[config.mk]
export PLATFORM = sky130hd
export DESIGN_NAME = dmem_arbiter
export DESIGN_NICKNAME = d
export VERILOG_FILES = /design/src/rtl/dmem_arbiter.sv
export SDC_FILE = /design/constraint.sdc
export NUM_CORES = 1
export LEC_CHECK = 0
export ABC_AREA = 1
export CORE_ASPECT_RATIO = 0.7
export CORE_MARGIN = 2
export CORE_UTILIZATION = 30
export CTS_CLUSTER_SIZE = 28
export DETAILED_ROUTE_END_ITERATION = 8
export PLACE_DENSITY_LB_ADDON = 0.08
export SLEW_MARGIN = 40
export SYNTH_ARGS = -nofsm -noshare
export SYNTH_HDL_FRONTEND = slang
export SYNTH_SLANG_ARGS = --single-unit
[constraint.sdc]
create_clock -name clk -period 2.2 [get_ports clk]
set_input_delay 0.44 -clock clk [delete_from_list [all_inputs] [get_ports clk]]
set_output_delay 0.44 -clock clk [all_outputs]
set_load 0.01 [all_outputs]
[src/rtl/dmem_arbiter.sv]
// Two-requester (CPU / loader) round-robin arbiter and access sequencer for the shared data RAM port.
// One transaction at a time: strobe held MEM_LAT cycles, then a single-cycle done pulse to the winner.
//
// state  | meaning
// IDLE   | waiting for c_req / l_req, grants one and latches its fields
// ACCESS | RAM strobe asserted from latched fields for MEM_LAT cycles
// RESP   | one-cycle done pulse to the owner, owner's rdata valid
module dmem_arbiter #(
    parameter int ADDR_W  = 32,
    parameter int DATA_W  = 32,
    parameter int MEM_LAT = 1
) (
    input  logic              clk,
    input  logic              rst,
    input  logic              c_req,
    input  logic              c_we,
    input  logic [ADDR_W-1:0] c_addr,
    input  logic [DATA_W-1:0] c_wdata,
    output logic [DATA_W-1:0] c_rdata,
    output logic              c_done,
    output logic              cpu_stall,
    input  logic              l_req,
    input  logic              l_we,
    input  logic [ADDR_W-1:0] l_addr,
    input  logic [DATA_W-1:0] l_wdata,
    output logic [DATA_W-1:0] l_rdata,
    output logic              l_done,
    output logic              m_rd_en,
    output logic              m_wr_en,
    output logic [ADDR_W-1:0] m_addr,
    output logic [DATA_W-1:0] m_wdata,
    input  logic [DATA_W-1:0] m_rdata,
    output logic              busy,
    output logic              owner
);

    localparam int CNT_W = (MEM_LAT > 1) ? $clog2(MEM_LAT) : 1;

    typedef enum logic [1:0] {
        S_IDLE,
        S_ACCESS,
        S_RESP
    } state_t;

    state_t              state, state_d;
    logic                owner_q, owner_d;
    logic                we_q, we_d;
    logic                last_owner, last_owner_d;
    logic [ADDR_W-1:0]   addr_q, addr_d;
    logic [DATA_W-1:0]   wdata_q, wdata_d;
    logic [CNT_W-1:0]    cnt_q, cnt_d;
    logic                c_cap, l_cap;
    logic                grant_l;

    // On a tie the requester that did not win last time gets the port.
    assign grant_l = l_req & (~c_req | ~last_owner);

    always_comb begin
        state_d      = state;
        owner_d      = owner_q;
        we_d         = we_q;
        addr_d       = addr_q;
        wdata_d      = wdata_q;
        cnt_d        = cnt_q;
        last_owner_d = last_owner;
        c_cap        = 1'b0;
        l_cap        = 1'b0;
        case (state)
            S_IDLE: begin
                if (c_req | l_req) begin
                    owner_d = grant_l;
                    we_d    = grant_l ? l_we    : c_we;
                    addr_d  = grant_l ? l_addr  : c_addr;
                    wdata_d = grant_l ? l_wdata : c_wdata;
                    cnt_d   = CNT_W'(MEM_LAT - 1);
                    state_d = S_ACCESS;
                end
            end
            S_ACCESS: begin
                if (cnt_q == '0) begin
                    c_cap        = ~we_q & ~owner_q;
                    l_cap        = ~we_q & owner_q;
                    last_owner_d = owner_q;
                    state_d      = S_RESP;
                end else begin
                    cnt_d = cnt_q - 1'b1;
                end
            end
            S_RESP:  state_d = S_IDLE;
            default: state_d = S_IDLE;
        endcase
    end

    always_ff @(posedge clk or negedge rst) begin
        if (!rst) begin
            state      <= S_IDLE;
            owner_q    <= 1'b0;
            we_q       <= 1'b0;
            last_owner <= 1'b1;
            addr_q     <= '0;
            wdata_q    <= '0;
            cnt_q      <= '0;
            c_rdata    <= '0;
            l_rdata    <= '0;
        end else begin
            state      <= state_d;
            owner_q    <= owner_d;
            we_q       <= we_d;
            last_owner <= last_owner_d;
            addr_q     <= addr_d;
            wdata_q    <= wdata_d;
            cnt_q      <= cnt_d;
            if (c_cap) c_rdata <= m_rdata;
            if (l_cap) l_rdata <= m_rdata;
        end
    end

    assign m_rd_en   = (state == S_ACCESS) & ~we_q;
    assign m_wr_en   = (state == S_ACCESS) & we_q;
    assign m_addr    = addr_q;
    assign m_wdata   = wdata_q;
    assign c_done    = (state == S_RESP) & ~owner_q;
    assign l_done    = (state == S_RESP) & owner_q;
    assign busy      = (state != S_IDLE);
    assign owner     = owner_q;
    assign cpu_stall = c_req & ~c_done;

endmodule

; After elaboration in Yosys (flattened, before gate mapping)
; Cells that the tools add are included.
[classes]
addsub = 1
n_eq_ne = 4
n_mux = 13
bitwise = 16
n_reduce_logical = 7
[op_table]
columns = op, count
row1 = $mux W32, 2
row2 = $and A1 B1 Y1, 8
row3 = $reduce_and A2 Y1, 4
row4 = $mux W1, 7
row5 = $not A1 Y1, 6
row6 = $mux W2, 2
row7 = $ne A2 B2 Y1 const B, 2
row8 = $pmux W2 S2, 1
row9 = $reduce_bool A2 Y1, 2
row10 = $eq A2 B1 Y1 const B, 1
row11 = $eq A2 B2 Y1 const B, 1
row12 = $logic_not A2 Y1, 1
row13 = $or A1 B1 Y1, 2
row14 = $pmux W1 S2, 1
row15 = $sub A1 B1 Y1 const B, 1
[totals]
regBits = 134
inputBits = 166
out_inout_bits = 135
wordCells = 50

; Depth between registers and ports, before layout
[depth]
ltp_word = 4
depth_mapped = 7
depth_no_buf = 5

; Worst setup path before layout
; Ideal clock, no wire load.
[synth_timing]
path_kind = flip-flop to output port
startpoint = register state[1]
endpoint = output port m_rd_en
arrival_ps = 799
required_ps = 1760
setup_slack_ps = 961
path_stages_with_launch = 4
path_buffers = 0
cell_sequence = dfrtp_1 > nor2_4 > inv_1 > nor2_1
[synth_via]
elab_chain_len = 2
[synth_rtl]
columns = element, line
row1 = from (decl), 45  ; state_t state, state_d;
row2 = from (signal assigned), 106  ; state <= state_d;
row3 = $eq A2 B1 Y1, 118  ; assign m_rd_en = (state == S_ACCESS) & ~we_q;
row4 = $and A1 B1 Y1, 118
row5 = to (decl), 28  ; output logic m_rd_en,
; No other way between the ends.

; Worst setup path after layout
[layout_timing]
startpoint = register state[0]
endpoint = output port cpu_stall
[layout_via]
elab_chain_len = 4
[layout_rtl]
columns = element, line
row1 = $eq A2 B2 Y1, 122  ; assign c_done = (state == S_RESP) & ~owner_q;
row2 = $and A1 B1 Y1, 122
row3 = $not A1 Y1, 126  ; assign cpu_stall = c_req & ~c_done;
row4 = $and A1 B1 Y1, 126
row5 = to (decl), 21  ; output logic cpu_stall,
; No other way between the ends.

==> summary.md <==
| Metric | Value |
|---|---|
| # IOs | `~300` |
| Global routing usage on met3 | `slightly below 7%` |
| Avg Synthesized Cell Area | `7.612 sq um` |
| CP Buf/Inv Count | `3` |
| Final Core Density | `~50%` |
| Clock tree buffer depth | `2` |
| Commonest cells after routing, fill and taps aside | `296 x clkdlybuf4s50_1, 263 x nand2_1, 167 x inv_1, 132 x dfrtp_1, 130 x nand3_1` |
| Yosys cell types | `17` |
| DR WL/cell | `14.37 um` |
| CP delay by family, top | `buffers and inverters` |
| CP Launch Type | `flop` |
| Crit-path max FO | `3` |
| Hold Worst Slack | `0.4766 ns` |
| Largest family of logic cells by synthesized area | `simple AND/OR/NAND/NOR gates` |
| Static Leak | `between 5 and 6 nW` |
| Worst hold start | `m_addr[0]` |
| Clock power frac | `about 22%` |
| Combinational share of power | `between 40% and 50%` |
| Synth Area in Compound Gates | `about 5.5%` |
| Time the worst path needs with I/O delays and setup | `roughly 2.1 ns` |
| Largest net degree at the start of global routing | `65` |
| Via/cell ratio | `roughly 4.3` |
| Relative slew slack | `between 60% and 70%` |
| Cells after Synth | `between 800 and 900` |
| Register-to-Register Path Depth | `4` |
| CTS Buf Count | `17` |
| Flops & latches, synth | `between 100 and 150` |
| Met1 usage | `roughly a quarter` |
| Reg2reg setup slack | `around 0.75 ns` |
| Post-Place Cells | `around 1,400` |
| Fin. max-slew vios | `0` |
| Core Region | `20,590 sq um` |
| Reg2reg start | `state[1]` |
| Post-CTS setup buffer count | `0` |
| Drt first pass iters | `4` |
| Global-route wire length before repair | `approximately 32 mm` |
| Hold endpoint | `m_addr[0]` |
| Synth area leader | `dfrtp_1` |
| Die H | `around 120 um` |
| Number of antenna violations at the first check in global routing | `0` |
| YS warnings | `0` |
| Fin. Hold Viols | `0` |
| Overall Power | `13.64 mW` |
| CP Depth | `5` |
| Root Buffer | `clkbuf_16` |
| FP Rows | `44` |
| Post-DP Area | `around 9600 sq um` |
| Sequential area share after synthesis | `a little over half` |
| Max-capacitance violation count | `0` |
| CP required | `1.76 ns` |
| Met2 GRT Util | `between 20% and 30%` |
| Setup TNS | `0 ns` |
| Dpl hpwl | `roughly 14 mm` |
| Fin cells | `between 1,000 and 1,500` |
| Worst Clk Skew | `~0.011 ns` |
| Worst Tran Pin Value | `0.5235 ns` |
| GR peak layer | `met2` |
| Peak supply drop | `around 500 uV` |
| Switching part of the total | `a little over a third` |
| Nets@finish | `about 1,300` |
| Simple-gate portion of the synthesized area | `27.22%` |
| Worst-path cell chain | `inv_2 -> nand2_1 -> o21ai_1 -> inv_1 -> clkdlybuf4s50_1` |
| H-tree depth | `4` |
| Commonest non-fill, non-tap cell in the layout | `clkdlybuf4s50_1` |
| Die area | `around 22,000 sq um` |
| Fin crit share | `a little over nine tenths` |
| Port buffer count | `300` |
| Vias | `approximately 6,000` |
| Critical Path AT | `1.71 ns` |
| Worst min path class | `reg2reg` |
| All-layer global routing usage | `a little under a fifth` |
| WHS Path Cells | `2` |
| Inserted Diodes | `0` |
| Dominant cells by area after synthesis | `dfrtp_1 53%, nand2_1 16%, nand3_1 10%` |
| CTS Sinks | `~130` |
| R2R Path End | `c_rdata[26]` |
| RSZ-0062 raised after global routing | `true` |
| Crit path max-delay cell type | `clkdlybuf4s50_1` |
| DR iter-0 viols | `about 370` |
| Clk Latency, worst-skew pair | `around 0.4 ns` |
| Pre-CTS setup slack | `roughly 0.035 ns` |
| Switching pwr | `~4.8 mW` |
| PwrDens | `~1300 nW/um^2` |
| GR Overflow Total | `0` |
| Number of global-route vias before repair | `between 5,000 and 6,000` |
| Register clock-pin slew on the reported worst setup and hold paths | `0.05 ns` |
| Area grow syn2layout | `63.51%` |
| FMAX | `roughly 470 MHz` |
| # DRC | `0` |
| Post-synth net total | `around 1,000` |
| Status | `completed` |
| Share of layout cells above drive strength 1 | `under 10%` |
| Placer Congestion | `approximately 0.77` |
| CP peak stage delay | `around 0.48 ns` |
| Width of the die | `176.7 um` |
| Worst Setup End Kind | `primary output` |
| TritonCTS clock tree | `built` |
| Post-Synth Adder-Cell Area | `0%` |
| Synth top area share | `a little over half` |
| Post-Synth XOR/XNOR Area | `0%` |
| Post-route cell area | `between 10,000 and 15,000 sq um` |
| Final WL | `20.13 mm` |
| P_int | `~8.8 mW` |
| Starting density of the core | `a little under a third` |
| Mux cell area share after synthesis | `0%` |
| Critical path class | `reg2out` |
| Sequential Power Share | `31.9%` |
| Setup Viol. Count Final | `0` |
| Final worst setup slack | `0.05055 ns` |
| ANT nets after route | `0` |
| Mapped Area | `6265 sq um` |
==> flip-flops by register name, summed over array words and instances (netlist names) <==
signal,count
state,2
c_rdata,32
m_addr,32
last_owner,1
we_q,1
m_wdata,32
owner,1
l_rdata,32
==> worst register-to-register path: stages, from the launching register on <==
cell and delay [ns]:
dfrtp_1 0.42, nor2_4 0.17, nand2_2 0.29, buf_12 0.29, o21ai_0 0.20
==> worst max-delay path by stage <==
stage               slack, ns   endpoint  startpoint
CTS                      0.01  cpu_stall    state[0]
finish                   0.05  cpu_stall    state[0]
detailed placement       0.04  cpu_stall       c_req
floorplan                0.96    m_rd_en    state[1]
global placement         0.04  cpu_stall       c_req
global route           -0.004  cpu_stall    state[0]
==> metal layers <==
metal | share of wire, % | wire, um
met1 | 46 | 9226
met5 | 0 | 0
met2 | 44 | 8855
met4 | 1.5 | 292
met3 | 8.7 | 1752
==> layout make-up <==
type	count	area (sq um)
Multi-Input combinational cell	475	2067
Timing Repair Buffer	318	3247
Sequential cell	133	3329
Fill cell	2050	10350
Inverter	168	630.6
Clock buffer	17	425.4
Clock inverter	14	198.9
Tap cell	276	345.3
==> synth_stat cells (all sizes together) <==
cell,count
clkbuf,10
buf,37
nand2,267
inv,168
nand3,130
dfstp,1
nor2,10
o21ai,68
dfrtp,132
==> cell families after synthesis <==
family | after synthesis
DFF | 133
and+or+nand+nor | 407
buffers and inverters | 215
AOI/OAI and AO/OA | 68
==> power by group through the flow <==
| stage | registers [mW] | clock network [mW] | logic (mW) |
|---|---|---|---|
| finish | 4.35 | 3.04 | 6.25 |
| global route | 4.52 | 3.24 | 6.89 |
| CTS | 4.35 | 3.14 | 6.39 |
| detailed placement | 4.36 | 0 | 6.38 |
| global placement | 4.35 | 0 | 6.35 |
| floorplan | 4.92 | 0 | 2.16 |
==> what timing repair did <==
action | 4_1_cts | 5_1_grt
endpoints found under the setup margin | 3 | 1
gates cloned | 0 | 0
hold buffers | 1 | 0
gates resized for setup | 3 | 0
endpoints found under the hold margin | 33 | 0
No activity file was read; power rests on OpenSTA's default activity.
